## src/rtl/pushsw_event_reg.sv

```systemverilog
// Push-switch responder on the local bus: it synchronises and debounces active-low pins,
// latches sticky press/release events (write-1-to-clear) and raises a registered interrupt flag.
module pushsw_event_reg #(
  parameter int          NSW              = 4,
  parameter int          XLEN             = 32,
  parameter int          AWIDTH           = 16,
  parameter logic [15:0] DEBOUNCE_DEFAULT = 16'd1000
) (
  input  logic              clk,
  input  logic              rst_n,
  input  logic              sel,
  input  logic [AWIDTH-1:0] addr,
  input  logic [XLEN-1:0]   wdata,
  input  logic [2:0]        we,
  output logic [XLEN-1:0]   rdata,
  input  logic [NSW-1:0]    sw_n,
  output logic              irq
);

  logic [NSW-1:0] sync1_reg;
  logic [NSW-1:0] sync2_reg;
  logic [NSW-1:0] stable_reg;
  logic [NSW-1:0] stable_next;
  logic [NSW-1:0] press_evt_reg;
  logic [NSW-1:0] release_evt_reg;
  logic [NSW-1:0] press_set;
  logic [NSW-1:0] release_set;
  logic [NSW-1:0] press_clr;
  logic [NSW-1:0] release_clr;
  logic [15:0]    thresh_reg;
  logic [15:0]    eff_m1;
  logic           irq_en_reg;
  logic           irq_reg;
  logic           wr_en;
  logic [1:0]     word_sel;
  logic           unused_bits;

  assign word_sel    = addr[3:2];
  assign wr_en       = sel & (we != 3'd0);
  assign unused_bits = ^{addr[AWIDTH-1:4], addr[1:0], wdata[XLEN-1:17]};

  // A threshold of 0 behaves like 1, so the terminal count is 0 in both cases.
  assign eff_m1 = (thresh_reg == 16'd0) ? 16'd0 : thresh_reg - 16'd1;

  assign press_clr   = (wr_en && word_sel == 2'd1) ? wdata[NSW-1:0] : '0;
  assign release_clr = (wr_en && word_sel == 2'd2) ? wdata[NSW-1:0] : '0;

  genvar gi;
  generate
    for (gi = 0; gi < NSW; gi++) begin : g_ch
      logic        pressed_s;
      logic        mismatch;
      logic        commit;
      logic [15:0] cnt_reg;
      logic [15:0] cnt_next;

      assign pressed_s = ~sync2_reg[gi];
      assign mismatch  = pressed_s ^ stable_reg[gi];
      // ">=" lets a channel commit at once when the threshold is lowered below its count.
      assign commit    = mismatch & (cnt_reg >= eff_m1);
      assign cnt_next  = (!mismatch || commit) ? 16'd0 : cnt_reg + 16'd1;

      assign stable_next[gi] = commit ? pressed_s : stable_reg[gi];
      assign press_set[gi]   = commit & pressed_s;
      assign release_set[gi] = commit & ~pressed_s;

      always_ff @(posedge clk) begin
        if (!rst_n) begin
          cnt_reg <= 16'd0;
        end else begin
          cnt_reg <= cnt_next;
        end
      end
    end
  endgenerate

  always_ff @(posedge clk) begin
    if (!rst_n) begin
      sync1_reg       <= '1;
      sync2_reg       <= '1;
      stable_reg      <= '0;
      press_evt_reg   <= '0;
      release_evt_reg <= '0;
      thresh_reg      <= DEBOUNCE_DEFAULT;
      irq_en_reg      <= 1'b0;
      irq_reg         <= 1'b0;
    end else begin
      sync1_reg       <= sw_n;
      sync2_reg       <= sync1_reg;
      stable_reg      <= stable_next;
      // A new event outranks a same-cycle clear of that bit.
      press_evt_reg   <= (press_evt_reg & ~press_clr) | press_set;
      release_evt_reg <= (release_evt_reg & ~release_clr) | release_set;
      irq_reg         <= irq_en_reg & ((|press_evt_reg) | (|release_evt_reg));
      if (wr_en && word_sel == 2'd3) begin
        thresh_reg <= wdata[15:0];
        irq_en_reg <= wdata[16];
      end
    end
  end

  always_comb begin
    rdata = '0;
    if (sel) begin
      case (word_sel)
        2'd0: rdata[NSW-1:0] = stable_reg;
        2'd1: rdata[NSW-1:0] = press_evt_reg;
        2'd2: rdata[NSW-1:0] = release_evt_reg;
        default: begin
          rdata[15:0] = thresh_reg;
          rdata[16]   = irq_en_reg;
        end
      endcase
    end
  end

  assign irq = irq_reg;

endmodule

```

## config.mk

```make
export PLATFORM = sky130hd
export DESIGN_NAME = pushsw_event_reg
export DESIGN_NICKNAME = d
export VERILOG_FILES = /design/src/rtl/pushsw_event_reg.sv
export SDC_FILE = /design/constraint.sdc
export NUM_CORES = 1
export LEC_CHECK = 0
export ABC_AREA = 1
export BUFFER_PORTS_ARGS = -buffer_cell sky130_fd_sc_hd__buf_2
export CAP_MARGIN = 30
export CORE_ASPECT_RATIO = 2
export CORE_UTILIZATION = 35
export DETAILED_ROUTE_END_ITERATION = 10
export PLACE_DENSITY_LB_ADDON = 0.05
export SLEW_MARGIN = 0
export SYNTH_ARGS = -nofsm -noshare
export SYNTH_HDL_FRONTEND = slang
export SYNTH_SLANG_ARGS = --single-unit
```

## constraint.sdc

```tcl
create_clock -name clk -period 3.58 [get_ports clk]
set_input_delay 0.179 -clock clk [delete_from_list [all_inputs] [get_ports clk]]
set_output_delay 0.179 -clock clk [all_outputs]
set_load 0.05 [all_outputs]
```

* Yosys cells after proc, flatten, opt, wreduce, memory -nomap -nowiden *
Cells that the tools add are included.

word-level totals
  register bits after elaboration = 102
  input bits = 58
  output and inout bits = 33

operators by class
  $add $sub $neg = 5
  order comparisons = 4
  equal/unequal tests = 3
  multiplexer cells = 6
  bitwise operators = 30
  reductions and logical operators = 21

operators with widths
  cell                     number
  $add A16 B1 Y16 const B  4
  $ge A16 B16 Y1           4
  $mux W17                 1
  $logic_not A16 Y1        1
  $mux W16                 1
  $sub A16 B1 Y16 const B  1
  $and A1 B1 Y1            14
  $mux W13                 1
  $pmux W4 S3              1
  $and A4 B4 Y4            2
  $mux W4                  2
  $not A4 Y4               2
  $or A4 B4 Y4             2
  $reduce_or A2 Y1         4
  $reduce_or A4 Y1         2
  $not A1 Y1               5
  $eq A2 B2 Y1 const B     2
  $logic_not A1 Y1         4
  $logic_or A1 B1 Y1       4
  $xor A1 B1 Y1            4
  $logic_and A1 B1 Y1      3
  $reduce_bool A3 Y1       1
  $reduce_or A3 Y1         1
  $eq A2 B1 Y1 const B     1
  other kinds (2)          2

* Longest topological paths before layout *
Gate-level depths: netlist (run 1).

  depth in word-level cells = 7
  gate-level depth with buffers = 21
  mapped depth without buffers = 20

* Worst setup path before layout (run 1) *
OpenSTA, ideal clock, no wires.

  path type = register to register
  from = reg thresh_reg[2]
  to = reg g_ch[1].cnt_reg[3]
  setup time = 0.061 ns
  arrival = 2.665 ns
  path slack = 0.854 ns
  stages on the path, launching flop included = 19
  buffers on the path = 2
  clock period less this slack = 2.726 ns
  path through = dfxtp_1 -> nor2_1 -> nand2_1 -> nor3_1 -> inv_1 -> nor2_1 -> a21oi_1 -> o21ai_0 -> ha_1 -> nand2_1 -> inv_1 -> o21bai_1 -> a21oi_1 -> nor2_2 -> nand2_2 -> or2_1 -> buf_6 -> buf_12 -> nor2_4

between the ends
  word-level cells in the longest chain between the ends = 6

ends and longest elaborated chain
  what                                                         RTL line  RTL
  start: declaration                                           30        logic [15:0] thresh_reg;
  start signal: assignment                                     96        thresh_reg <= wdata[15:0];
  $sub A16 B1 Y16 / $logic_not A16 Y1 (equally long branches)  43        assign eff_m1 = (thresh_reg == 16'd0) ? 16'd0 : thresh_reg - 16'd1;
  $mux W16 *                                                   43
  $ge A16 B16 Y1 *                                             60        assign commit = mismatch & (cnt_reg >= eff_m1);
  $and A1 B1 Y1 *                                              60
  $logic_or A1 B1 Y1 *                                         61        assign cnt_next = (!mismatch || commit) ? 16'd0 : cnt_reg + 16'd1;
  $reduce_or A2 Y1 (no line) *                                 n/a
  end signal: assignment                                       71        cnt_reg <= cnt_next;
  end: declaration                                             54        logic [15:0] cnt_reg;

Every way passes the cells marked *; elsewhere a longest branch is shown, timed or not.
A chain may end at the register's enable or synchronous reset.

* Worst setup path after layout (run 1) *
  from = reg thresh_reg[3]
  to = reg g_ch[1].cnt_reg[7]

The elaborated chain is that of the path after synthesis.

==> results.cfg, run 1 <==
[drt]
dr.first_iter.drc_count = 156
avgRoutedWirePerCell_um = 14.72
viasPerCell = 4.835
drc_errors = 0
vias = 5759
ant_nets = 0
wl_um = 17540
drt_first_pass_iters = 6

[worst_setup_path]
critPathKind = flop to flop
cp_max_fo = 16
end_kind = flop
reg2reg_to = g_ch[1].cnt_reg[7]$_SDFF_PP0_
worst-r2r-setup-slack_ns = 0.49
worst_path_most_repeated_cell = nand2_1
crit_required_ns = 3.88
start_kind = flop
rr_worst_depth = 16
slowest_stage = ha_1
r2r_start = thresh_reg[3]$_SDFFE_PN1P_
arrival_ns = 3.39
path_cells = nor2_1 -> nand2_1 -> nor3_1 -> nand2_1 -> nor2_2 -> xor2_1 -> nand2_1 -> ha_1 -> nand2_1 -> o21bai_1 -> a21oi_1 -> nor2_2 -> nand2_2 -> or2_1 -> buf_12 -> nor2_1
max_stage_delay_ns = 0.37

[min_path]
min_from = sw_n[2]
hold_end = sync1_reg[2]$_SDFF_PN1_
hold_class = input port to flop
hold_path_depth = 2

[global_routing]
grt_pass1_vias = 5636
grt_max_degree = 26
met1_usage_pct = 20.87
use_met3_pct = 2.076
grt_use_total_pct = 19.33
busiest_layer = met2
grtUsageMet2_pct = 37.43
grt_pass1_wl_um = 28700
grt_overflow = 0
antenna_found_initial = 0

[sta]
clock_skew_ns = 0.007108
finalHoldViolCount = 0
min_period_ns = 3.092
period_share_pct = 86.38
finalSetupViolCount = 0
rsz0062_at_grt = false
setup_tns_ns = 0
worst_pin_slew_ns = 0.5954
slew_violations = 0
relSlewSlack_pct = 60.21
timing.hold.ws_ns = 0.02968
worst_slack_ns = 0.4877
fmax_mhz = 323.4

[cts]
cts_root_buf = clkbuf_16
cts_num_sinks = 102
cts_resized = 0
clkLatencyLatePin_ns = 0.35
cts_buffers = 9
cts_tree = yes
clk_pin_slew_worst_paths_ns = 0.07
h-tree-depth = 3
ctsLongestPathBuffers = 2

[cells_and_area]
layout.nets = 1098
largest_reg_flops = 64
final_common_cell = nand2_1
antennaDiodeCount = 0
areaGrowthSynthToFinish_pct = 12.36
final_cell_mix = nand2_1, nor2_1, inv_1
stdcell_area_um2 = 7350
utilization_pct = 40.15
drive_gt1_share_pct = 11.08

[floorplan]
io_pins = 91
dieWidth_um = 98.67
start_util_pct = 35.73
die-area_um2 = 19270
fp-row-count = 70
coreArea_um2 = 18310
die_h_um = 195.3

[placement]
place_ws_ns = 0.4761
place.gp.congestion = 0.8315
hpwlAfterDp_um = 13960
placed_cell_area_um2 = 6995
numPortBuffers = 46

[run_status]
outcome = completed

[synthesis]
synth_cell_types = 35
ys_warn_count = 0
async_reset_ff_share_pct = 0
post_synth.cell_area_avg_um2 = 7.157
synth_area_um2 = 6541
synth-seq-cells = 102
synth-main-ff-cell = dfxtp_1
synthCells = 914
ys_seq_area_share_pct = 31.22
synth-edff-count = 0

[power_and_ir_drop]
internal-power_uw = 1865
vdd_drop_max_mv = 0.2938
cellLeakagePower_uw = 0.003262
switching_share_pct = 26.45
switching_power_uw = 670.8
p_clk_share_pct = 43.0
p_comb_share_pct = 11.1
power_density_nw_per_um2 = 345.1
power_frac_seq_pct = 45.8

[flow_run]
cap_violations = 0
[timing repair]
action,4_1_cts,5_1_grt
hold buffers,3,0
buffers inserted,0,0
hold endpoints to repair,3,0
[Yosys cell counts, types with 7 or more instances]
cell type	instances	share of area, %
a21oi_1	63	4.8
buf_2	7	0.54
buf_4	15	1.7
dfxtp_1	102	31
ha_1	70	13
inv_1	112	6.4
nand2_1	168	9.6
nand3_1	44	3.4
nand4_1	19	1.8
nor2_1	116	6.7
nor2_4	10	1.7
nor3_1	41	3.1
o211ai_1	8	0.92
o21ai_0	37	2.8
or2_2	16	1.5
xnor2_1	15	2.0
xor2_1	30	4.0
[power by group through the flow]
stage / combinational [uW] / clock [uW] / sequential [uW]
global placement: 285 / 0 / 1190
CTS: 288 / 1130 / 1160
global route: 314 / 1180 / 1160
detailed placement: 284 / 0 / 1190
floorplan: 207 / 0 / 1180
finish: 283 / 1090 / 1160
[metal layers]
| layer | vias to the layer above | wire length (um) |
|---|---|---|
| li1 | 3061 | - |
| met1 | 2583 | 7191 |
| met2 | 88 | 9552 |
| met3 | 27 | 308 |
| met4 | 0 | 483 |
| met5 | - | 0 |
[worst max path at each step]
| stage | from | end | slack [ns] | depth (start not counted) |
|---|---|---|---|---|
| floorplan | thresh_reg[2]$_SDFFE_PN0P_ | g_ch[1].cnt_reg[3]$_SDFF_PP0_ | 0.85 | 18 |
| global placement | thresh_reg[3]$_SDFFE_PN1P_ | g_ch[1].cnt_reg[9]$_SDFF_PP0_ | 0.49 | 16 |
| detailed placement | thresh_reg[3]$_SDFFE_PN1P_ | g_ch[1].cnt_reg[9]$_SDFF_PP0_ | 0.48 | 16 |
| CTS | thresh_reg[3]$_SDFFE_PN1P_ | g_ch[1].cnt_reg[10]$_SDFF_PP0_ | 0.46 | 16 |
| global route | thresh_reg[2]$_SDFFE_PN0P_ | g_ch[1].cnt_reg[8]$_SDFF_PP0_ | 0.08 | 16 |
| finish | thresh_reg[3]$_SDFFE_PN1P_ | g_ch[1].cnt_reg[7]$_SDFF_PP0_ | 0.49 | 16 |
[area by class of cell]
cell class	instances	area [um2]
clock buffers	11	242.7
repair buffers	61	362.8
inverters	113	424.2
flip-flops and latches	102	2042
multi-input cells	683	3926
well taps	216	270.3
fillers	1939	10960
clock inverters	5	81.33
[kinds of logic after synthesis]
logic type | share of synthesized area [%]
AND/OR/NAND/NOR | 30.15
adder cells (fa/ha/maj) | 13.39
XOR/XNOR | 6.025
AO/OA/AOI/OAI | 9.602
flip-flops | 31.22
other | 0.05733
buffers and inverters | 9.564
[per-stage QoR]
stage	cells	total power (uW)
after floorplan	928	1391
after global placement	1172	1474
after detailed placement	1172	1473
after CTS	1191	2582
after global routing	1191	2654
final	1191	2536
[worst max-delay path, delay by kind of cell, from the launching register on]
kind	cells	cell delay [ns]
xor gates and xnor gates	1	0.16
buffers and inverters	1	0.18
DFF	1	0.34
AOI/OAI and AO/OA	2	0.19
adders and majority gates	1	0.37
and+or+nand+nor	11	1.78
Note: power is estimated with default switching activity, not from simulation.
==> inputs of run 2 (changes only) <==
--- a/config.mk
+++ b/config.mk
@@ -5,7 +5,6 @@
 export SDC_FILE = /design/constraint.sdc
 export NUM_CORES = 1
 export LEC_CHECK = 0
-export ABC_AREA = 1
 export BUFFER_PORTS_ARGS = -buffer_cell sky130_fd_sc_hd__buf_2
 export CAP_MARGIN = 30
 export CORE_ASPECT_RATIO = 2
==> run 2 against run 1 <==
Compared with the run above:
- routed wire length is 13% lower
- worst hold slack worse by 0.0021 ns
- non-clock buffer count is 6 higher
- final area is 6.1% lower
- clock skew is 0.0055 ns higher
- fmax is 7.5% lower
- global-route usage is 0.74 points lower
- clock power is 9.5% lower
- utilization is 0.82 points higher
- die area is 7.2% lower
- sequential share of layout area is 1.8 points higher
- critical path type unchanged
- critical endpoint is now release_evt_reg[0]$_SDFF_PN0_
- largest cell class unchanged
==> results.cfg, run 2 <==
[run_status]
outcome = completed

[drt]
ant_nets = 0
vias = 4871
viasPerCell = 4.996
drc_errors = 0
avgRoutedWirePerCell_um = 15.69
wl_um = 15300
routedLengthMet1_um = 6102
wl_met3_um = 288
top_layer_used = met4
dr.first_iter.drc_count = 109
drt_first_pass_iters = 4
met2_length_um = 8469

[worst_setup_path]
crit_required_ns = 3.85
critPathKind = flop to flop
start_kind = flop
arrival_ns = 3.61
path_cells = nor4_4 -> nand3_2 -> or3_1 -> xnor2_1 -> nand2_1 -> ha_1 -> nand4_1 -> nor3_1 -> a221oi_1 -> nand3_1 -> a41o_1
slowest_stage = a221oi_1
r2r_start = thresh_reg[4]$_SDFFE_PN0P_
cp_max_fo = 5
critPathLaunch = thresh_reg[4]$_SDFFE_PN0P_
end_kind = flop
max_stage_delay_ns = 0.43

[sta]
period_share_pct = 93.37
slew_violations = 0
rsz0062_at_grt = false
finalHoldViolCount = 0
worst_pin_slew_ns = 0.6310
relSlewSlack_pct = 57.93
worst_slack_ns = 0.2373
min_period_ns = 3.343
clock_skew_ns = 0.01264
setup_tns_ns = 0
fmax_mhz = 299.2
finalSetupViolCount = 0

[synthesis]
ys_warn_count = 0
synthCells = 705
yosys.area.top_type = dfxtp_1
synth-edff-count = 0
ys_seq_area_share_pct = 33.66
async_reset_ff_share_pct = 0
synth_area_um2 = 6066
post_synth.cell_area_avg_um2 = 8.604
synth_cell_types = 54
synth-main-ff-cell = dfxtp_1
synthTopCellsByCount = nand2_1, dfxtp_1, ha_1
yosys-top-cells-area = dfxtp_1, ha_1, xor2_1, nand2_1, nor2_1
synth-seq-cells = 102
yosysMostFrequentCell = nand2_1
synth_top_area_share_pct = 33.66

[cells_and_area]
areaGrowthSynthToFinish_pct = 13.82
layout.nets = 891
final_cell_mix = dfxtp_1, nand2_1, ha_1
largest_reg_flops = 64
final_common_cell = dfxtp_1
multi_input_area_um2 = 3880
antennaDiodeCount = 0
fillers = 1709
drive_gt1_share_pct = 13.80
seqCellArea_um2 = 2042

[power_and_ir_drop]
switching_share_pct = 27.95
power_frac_seq_pct = 48.8
internal-power_uw = 1713
switching_power_uw = 664.7
power_density_nw_per_um2 = 344.4
cellLeakagePower_uw = 0.002918
vdd_drop_max_mv = 0.2152
p_comb_share_pct = 9.8
p_clk_share_pct = 41.5

[min_path]
hold_class = input port to flop
min_from = wdata[9]

[global_routing]
grt_use_total_pct = 18.59
grt_pass1_wl_um = 25280
antenna_found_initial = 0
grt_overflow = 0
grt_max_degree = 31
grt_pass1_vias = 4962

[floorplan]
start_util_pct = 36.00
coreArea_um2 = 16850
die_h_um = 188.2
fp-row-count = 67
io_pins = 91
dieWidth_um = 95.09
die-area_um2 = 17890

[cts]
cts_root_buf = clkbuf_16
clk_pin_slew_worst_paths_ns = 0.08
cts_num_sinks = 102
h-tree-depth = 3
post_cts_buffers = 0
ctsLongestPathBuffers = 2
cts_tree = yes
clkLatencyLatePin_ns = 0.37
cts_buffers = 9

[flow_run]
cap_violations = 0

[placement]
place_ws_ns = 0.1425
place.gp.congestion = 0.7828
numPortBuffers = 46
hpwlAfterDp_um = 12060
[run 2: cells by family (layout without fill, tap and decap cells)]
family | after synthesis | count (layout) | share of synthesized area, %
AO/OA/AOI/OAI | 74 | 74 | 7.756
XOR/XNOR | 72 | 72 | 10.40
adder cells (fa/ha/maj) | 70 | 70 | 14.44
buffers and inverters | 44 | 93 | 4.002
flip-flops | 102 | 102 | 33.66
multiplexers | 8 | 8 | 2.207
other | 1 | 15 | 0.06182
AND/OR/NAND/NOR | 334 | 334 | 27.48
[run 2: layer usage]
layer	GRT usage, %	vias up
met5	0	-
met4	8.450	0
met3	2.502	20
met2	34.20	66
met1	20.28	2249
li1	-	2536
[run 2: path summary, 6_finish.rpt]
| kind | endpoint | slack, ns | depth (start not counted) |
|---|---|---|---|
| max | release_evt_reg[0]$_SDFF_PN0_ | 0.24 | 11 |
| min | thresh_reg[9]$_SDFFE_PN1P_ | 0.03 | 3 |
| max reg2reg | release_evt_reg[0]$_SDFF_PN0_ | 0.24 | 11 |
| min reg2reg | sync2_reg[2]$_SDFF_PN1_ | 0.41 | 1 |
[run 2: critical path: cells and delay by family (launching register included)]
kind            cells  cell delay (ns)
simple gates        7             1.62
flops               1             0.39
xor+xnor            1             0.15
fa+ha+maj           1             0.35
compound gates      2             0.74
[run 2: final cells by class]
type	instances	area share, %
repair buffers	67	5.763
clock inverters	7	0.9061
flip-flops and latches	102	29.58
multi-input cells	573	56.20
inverters	10	0.5437
well taps	207	3.751
clock buffers	9	3.262
[run 2: power groups by stage]
stage | clock [uW] | sequential, uW | combinational [uW]
2_1_floorplan | 0 | 1180 | 165
3_3_place_gp | 0 | 1190 | 227
3_5_place_dp | 0 | 1190 | 230
4_1_cts | 1010 | 1160 | 234
5_1_grt | 1050 | 1160 | 259
6_report | 986 | 1160 | 232
[run 2: timing repair]
action | CTS | global route
hold buffers | 4 | 0
endpoints found under the hold margin | 4 | 0
gates resized for setup | 0 | 10
endpoints found under the setup margin | 0 | 12
[run 2: through the flow]
| step | cells | instance area [um2] | hold slack, ns | util [%] | total power (uW) |
|---|---|---|---|---|---|
| after global routing | 975 | 6904 | 0.04588 | 40.97 | 2471 |
| after CTS | 975 | 6858 | 0.02081 | 40.70 | 2407 |
| after floorplan | 719 | 6118 | 0.2805 | - | 1349 |
| after detailed placement | 955 | 6530 | 0.3649 | 38.75 | 1416 |
| after global placement | 954 | 6523 | 0.3643 | 38.71 | 1413 |
| final | 975 | 6904 | 0.02757 | 40.97 | 2378 |
